<file path="src/rtl/muldiv_seq.sv">
// muldiv_seq: iterative multiply/divide sequencer owning the HI/LO pair.
// mult/multu/div/divu run over WIDTH+2 cycles on one shared adder/subtractor;
// mthi/mtlo write HI/LO directly; rdata serves mfhi/mflo combinationally.
// Optional feature: define MULDIV_ABORT_EN to add an 'abort' input that
// cancels an in-flight operation (exception flush) without touching HI/LO.
module muldiv_seq #(
    parameter int WIDTH = 32
) (
    input  logic             clk,
    input  logic             reset,
    input  logic             start,
    input  logic [5:0]       funct,
    input  logic [WIDTH-1:0] srca,
    input  logic [WIDTH-1:0] srcb,
`ifdef MULDIV_ABORT_EN
    input  logic             abort,
`endif
    output logic             busy,
    output logic             done,
    output logic [WIDTH-1:0] hi,
    output logic [WIDTH-1:0] lo,
    output logic [WIDTH-1:0] rdata
);

    localparam int CW = $clog2(WIDTH) + 1;

    localparam logic [5:0] F_MULT  = 6'b011000;
    localparam logic [5:0] F_MULTU = 6'b011001;
    localparam logic [5:0] F_DIV   = 6'b011010;
    localparam logic [5:0] F_DIVU  = 6'b011011;
    localparam logic [5:0] F_MTHI  = 6'b010001;
    localparam logic [5:0] F_MTLO  = 6'b010011;
    localparam logic [5:0] F_MFLO  = 6'b010010;

    typedef enum logic [1:0] {
        S_IDLE = 2'd0,
        S_MUL  = 2'd1,
        S_DIV  = 2'd2,
        S_FIX  = 2'd3
    } state_t;

    // Two's-complement magnitude when the value is negative, else unchanged.
    function automatic logic [WIDTH-1:0] magnitude(input logic [WIDTH-1:0] v,
                                                   input logic             neg);
        if (neg) begin
            magnitude = {WIDTH{1'b0}} - v;
        end else begin
            magnitude = v;
        end
    endfunction

    state_t             state_r;
    logic [CW-1:0]      cnt_r;
    logic [2*WIDTH-1:0] prod_r;     // MUL: {partial, multiplier}; DIV: {remainder, quotient}
    logic [WIDTH-1:0]   opb_r;      // MUL: |multiplicand|; DIV: |divisor|
    logic [WIDTH-1:0]   orig_a_r;   // raw dividend, returned in HI on divide-by-zero
    logic               op_div_r;
    logic               neg_res_r;  // negate product / quotient
    logic               neg_rem_r;  // negate remainder (dividend was negative)
    logic               dz_r;
    logic               busy_r;
    logic               done_r;
    logic [WIDTH-1:0]   hi_r;
    logic [WIDTH-1:0]   lo_r;

    logic               abort_s;
    logic               is_signed_s;
    logic               a_neg_s;
    logic               b_neg_s;
    logic [WIDTH:0]     add_a_s;
    logic [WIDTH:0]     add_b_s;
    logic               add_cin_s;
    logic [WIDTH:0]     sum_s;
    logic [2*WIDTH-1:0] prod_fix_s;
    logic [WIDTH-1:0]   hi_fix_s;
    logic [WIDTH-1:0]   lo_fix_s;

`ifdef MULDIV_ABORT_EN
    assign abort_s = abort;
`else
    assign abort_s = 1'b0;
`endif

    assign busy  = busy_r;
    assign done  = done_r;
    assign hi    = hi_r;
    assign lo    = lo_r;

    // Read port for mfhi/mflo: LO only for mflo, HI otherwise.
    always_comb begin
        if (funct == F_MFLO) begin
            rdata = lo_r;
        end else begin
            rdata = hi_r;
        end
    end

    // Operand sign decode for the start cycle (even funct codes are signed).
    always_comb begin
        is_signed_s = ~funct[0];
        a_neg_s     = is_signed_s & srca[WIDTH-1];
        b_neg_s     = is_signed_s & srcb[WIDTH-1];
    end

    // Shared adder: add multiplicand in MUL, subtract divisor in DIV.
    always_comb begin
        if (state_r == S_DIV) begin
            add_a_s   = prod_r[2*WIDTH-1:WIDTH-1];
            add_b_s   = ~{1'b0, opb_r};
            add_cin_s = 1'b1;
        end else begin
            add_a_s   = {1'b0, prod_r[2*WIDTH-1:WIDTH]};
            if (prod_r[0]) begin
                add_b_s = {1'b0, opb_r};
            end else begin
                add_b_s = {(WIDTH+1){1'b0}};
            end
            add_cin_s = 1'b0;
        end
        sum_s = add_a_s + add_b_s + {{WIDTH{1'b0}}, add_cin_s};
    end

    // Sign fix-up of the magnitude result, applied during the FIX cycle.
    always_comb begin
        if (neg_res_r) begin
            prod_fix_s = {(2*WIDTH){1'b0}} - prod_r;
        end else begin
            prod_fix_s = prod_r;
        end
        if (!op_div_r) begin
            hi_fix_s = prod_fix_s[2*WIDTH-1:WIDTH];
            lo_fix_s = prod_fix_s[WIDTH-1:0];
        end else if (dz_r) begin
            hi_fix_s = orig_a_r;
            lo_fix_s = {WIDTH{1'b1}};
        end else begin
            hi_fix_s = magnitude(prod_r[2*WIDTH-1:WIDTH], neg_rem_r);
            lo_fix_s = magnitude(prod_r[WIDTH-1:0], neg_res_r);
        end
    end

    // Sequencer FSM with registered busy/done and the HI/LO register pair.
    always_ff @(posedge clk) begin
        if (reset) begin
            state_r   <= S_IDLE;
            cnt_r     <= {CW{1'b0}};
            prod_r    <= {(2*WIDTH){1'b0}};
            opb_r     <= {WIDTH{1'b0}};
            orig_a_r  <= {WIDTH{1'b0}};
            op_div_r  <= 1'b0;
            neg_res_r <= 1'b0;
            neg_rem_r <= 1'b0;
            dz_r      <= 1'b0;
            busy_r    <= 1'b0;
            done_r    <= 1'b0;
            hi_r      <= {WIDTH{1'b0}};
            lo_r      <= {WIDTH{1'b0}};
        end else begin
            done_r <= 1'b0;
            case (state_r)
                S_IDLE: begin
                    if (start) begin
                        case (funct)
                            F_MULT, F_MULTU: begin
                                prod_r    <= {{WIDTH{1'b0}}, magnitude(srcb, b_neg_s)};
                                opb_r     <= magnitude(srca, a_neg_s);
                                orig_a_r  <= srca;
                                op_div_r  <= 1'b0;
                                neg_res_r <= a_neg_s ^ b_neg_s;
                                neg_rem_r <= a_neg_s;
                                dz_r      <= (srcb == {WIDTH{1'b0}});
                                cnt_r     <= {CW{1'b0}};
                                busy_r    <= 1'b1;
                                state_r   <= S_MUL;
                            end
                            F_DIV, F_DIVU: begin
                                prod_r    <= {{WIDTH{1'b0}}, magnitude(srca, a_neg_s)};
                                opb_r     <= magnitude(srcb, b_neg_s);
                                orig_a_r  <= srca;
                                op_div_r  <= 1'b1;
                                neg_res_r <= a_neg_s ^ b_neg_s;
                                neg_rem_r <= a_neg_s;
                                dz_r      <= (srcb == {WIDTH{1'b0}});
                                cnt_r     <= {CW{1'b0}};
                                busy_r    <= 1'b1;
                                state_r   <= S_DIV;
                            end
                            F_MTHI: begin
                                hi_r <= srca;
                            end
                            F_MTLO: begin
                                lo_r <= srca;
                            end
                            default: begin
                            end
                        endcase
                    end
                end
                S_MUL: begin
                    if (abort_s) begin
                        busy_r  <= 1'b0;
                        state_r <= S_IDLE;
                    end else begin
                        // Add-if-bit-set, then shift the whole accumulator right.
                        prod_r <= {sum_s, prod_r[WIDTH-1:1]};
                        cnt_r  <= cnt_r + {{(CW-1){1'b0}}, 1'b1};
                        if (cnt_r == CW'(WIDTH - 1)) begin
                            state_r <= S_FIX;
                        end
                    end
                end
                S_DIV: begin
                    if (abort_s) begin
                        busy_r  <= 1'b0;
                        state_r <= S_IDLE;
                    end else begin
                        // Restoring step: keep the difference only when it is non-negative.
                        if (!sum_s[WIDTH]) begin
                            prod_r <= {sum_s[WIDTH-1:0], prod_r[WIDTH-2:0], 1'b1};
                        end else begin
                            prod_r <= {prod_r[2*WIDTH-2:0], 1'b0};
                        end
                        cnt_r <= cnt_r + {{(CW-1){1'b0}}, 1'b1};
                        if (cnt_r == CW'(WIDTH - 1)) begin
                            state_r <= S_FIX;
                        end
                    end
                end
                S_FIX: begin
                    if (abort_s) begin
                        busy_r  <= 1'b0;
                        state_r <= S_IDLE;
                    end else begin
                        hi_r    <= hi_fix_s;
                        lo_r    <= lo_fix_s;
                        done_r  <= 1'b1;
                        busy_r  <= 1'b0;
                        cnt_r   <= {CW{1'b0}};
                        state_r <= S_IDLE;
                    end
                end
                default: begin
                    busy_r  <= 1'b0;
                    state_r <= S_IDLE;
                end
            endcase
        end
    end

endmodule

</file>
<file path="config.mk">
export PLATFORM = sky130hd
export DESIGN_NAME = muldiv_seq
export DESIGN_NICKNAME = d
export VERILOG_FILES = /design/src/rtl/muldiv_seq.sv
export SDC_FILE = /design/constraint.sdc
export NUM_CORES = 1
export LEC_CHECK = 0
export ABC_AREA = 1
export CAP_MARGIN = 20
export CORE_ASPECT_RATIO = 1.4
export CORE_UTILIZATION = 35
export CTS_BUF_LIST = sky130_fd_sc_hd__clkbuf_4 sky130_fd_sc_hd__clkbuf_8
export DETAILED_ROUTE_END_ITERATION = 10
export PLACE_DENSITY_LB_ADDON = 0.12
export SLEW_MARGIN = 20
export SYNTH_ARGS = -nofsm -noshare
export SYNTH_HDL_FRONTEND = slang
export SYNTH_SLANG_ARGS = --single-unit
</file>
<file path="constraint.sdc">
create_clock -name clk -period 4.3 [get_ports clk]
set_input_delay 0.86 -clock clk [delete_from_list [all_inputs] [get_ports clk]]
set_output_delay 0.86 -clock clk [all_outputs]
set_load 0.1 [all_outputs]
</file>
==> results.toml <==
[timing]
worstMarginPinSlew_ps = 1100
min_period_ps = 4230
maxSlewHeadroom = 0.266
fmax_mhz = 237
fin_ws_ps = 73.3
rsz0062_at_grt = "no"
hold_violations = 0
finalClockSkew_ps = 53.8
min_period_over_period = 0.983
drv_slew = 0
finalSetupViolations = 0
setup_tns_ps = 0

[route]
post_drt_wl_per_cell_um = 23.5
vias_per_cell = 5.49
ant_nets = 0
vias = 22872
drc = 0
routed_wl_mm = 98.0
dr.pass1.iters = 5
drt_iter0_markers = 2161

[placement]
dp_cells = 4096
post-place-ws_ps = 385
gp_congestion = 1.01
io_buffers = 170
dp_hpwl_mm = 78.4

[power_and_ir_drop]
p_leak_nw = 10.4
powerDensity_nw_per_um2 = 429
peakVddDrop_v = 0.000258

[synthesis]
synthSimpleGateAreaFrac = 0.385
ys_top_cells_by_count = "nand2_1, nor2_1, inv_1"
synth_fp_nets = 3408
synth_compound_area_frac = 0.199
yosysTopAreaCell = "dfxtp_1"
yosysSeqAreaShare = 0.220
synth_area_leaders = "dfxtp_1, nand2_1, o21ai_0, nand3_1, nor2_1"
synth_top_family_by_area = "simple AND/OR/NAND/NOR gates"
synth.most_common_cell = "nand2_1"
syn_avg_cell_area_um2 = 5.70
postSynthRegisterBits = 206
synth_edf_count = 0
syn_inst = 3292
synth.distinct_cells = 58
synth_xor_area_frac = 0.0364
synthMuxAreaShare = 0.0186
synth_area_um2 = 18800
synth_warnings = 0
synth_flop_cell = "dfxtp_1"
synth_top_area_share = 0.220
synth_fa_ha_area_frac = 0.0295
postSynth.asyncResetShare = 0

[layout]
drive_gt1_frac = 0.0887
fin_nets = 3540
syn_to_final_growth_pct = 20.1
final-instance-count-excl-fill = 4164
nFillCells = 6040
fin_util = 0.425

[global_routing]
grt_antenna_before_repair = 1
grt_remaining_overflow = 0
grt_first_pass_wirelength_mm = 142
grt_max_degree = 76
grt_pass1_vias = 21667
grt_usage = 0.356

[die]
die_area_um2 = 54500
io_pins = 171
start_util = 0.354
die_y_um = 276
row_count = 100
core_area_um2 = 53100
die_w_um = 198

[min_path]
hp-class = "flip-flop to flip-flop"
holdPathStages = 2

[worst_setup_path]
start_kind = "flip-flop"
worstPathArrival_ps = 4720
crit_fanout = 39
critPathKind = "flip-flop to flip-flop"
r2r.worst_path.cells = 18
end_kind = "flip-flop"
critical_path_required_ps = 4790

[cts]
cts_sinks = 206
post-cts-setup-buffers = 0
cts_hold_buf = 0
cts_buffer_depth = 3
cts_buffers = 40
htree_levels = 2
cts_tree = "built"
clk_latency_ps = 650
cts-root-buf = "clkbuf_8"
ctsResizeCount = 0
clkTransAtPathRegs_ps = 60

[run]
cap_violations = 0

[status]
status = "finished, final reports clean"
-- critical path, stage by stage (launching register included) --
cell and delay (ps):
dfxtp_1 380, inv_1 110, ha_2 270, buf_12 190, o21ai_0 800, ha_1 420
nand2_1 160, inv_1 60, nand2_1 70, nand3_1 250, nand2_1 130, nand2_1 170
xnor2_1 560, buf_4 230, nand2_1 50, nand3_1 80, nand2_1 50, nand2_1 50
a21oi_1 60
-- layout make-up --
class                      count  area (um^2)  area share
tap                          714          893      0.0396
sequential                   206         4130       0.183
antenna                        1         2.50    0.000111
inverter                     362         1360      0.0604
clock inverter                16          195     0.00866
multi-input combinational   2555        12600       0.558
clock buffer                  51          664      0.0295
timing repair buffer         259         2720       0.121
-- power breakdown --
group	switching [mW]	internal, mW	leakage [nW]
clock network	1.01	1.26	0.450
registers	0.205	2.09	1.67
logic	3.75	1.35	8.27
total	4.97	4.69	10.4
-- flip-flops by register name, summed over array words and instances (netlist names) --
name / count
done: 1
orig_a_r: 32
lo: 32
prod_r: 64
state_r: 2
cnt_r: 6
opb_r: 32
op_div_r: 1
neg_res_r: 1
neg_rem_r: 1
hi: 32
busy: 1
dz_r: 1
-- routing by layer --
layer  track usage  wire length, um
met3        0.0385             5150
met4         0.260             8030
met2         0.623            47600
met5             0                0
met1         0.400            37200
-- stage by stage --
step,hold slack (ps),power [mW],cell area [um^2]
5_1_grt,502,10.2,22500
3_3_place_gp,460,7.31,21700
6_report,484,9.67,22500
3_5_place_dp,471,7.31,21700
2_1_floorplan,430,5.49,18800
4_1_cts,480,9.58,22500
-- path summary, 6_finish.rpt --
check / startpoint / endpoint / slack, ps
setup / recovery: state_r[0] / prod_r[42] / 70
hold / removal: orig_a_r[0] / orig_a_r[0] / 480
setup reg to reg: state_r[0] / prod_r[42] / 70
hold reg to reg: orig_a_r[0] / orig_a_r[0] / 480
-- kinds of logic after synthesis --
| group | Yosys count |
|---|---|
| AND/OR/NAND/NOR | 1713 |
| AO/OA/AOI/OAI | 690 |
| buffers and inverters | 531 |
| flip-flops | 206 |
| XOR/XNOR | 78 |
| adder cells (fa/ha/maj) | 43 |
| multiplexers | 31 |
-- cell usage in the layout (no fill, tap or decap), drive strengths merged, types with 9 or more instances in the layout --
master and instances:
xor2 69, nand4 36, a31oi 23, o21ai 316, or2 21, clkdlybuf4s50 137
inv 358, buf 122, o22ai 34, dfxtp 206, clkinv 14, a21oi 250
clkbuf 51, nand2 940, nand3 287, xnor2 9, o211ai 28, mux2 31
nor3 39, nor2 368, ha 41
(Power assumes the default switching activity.)
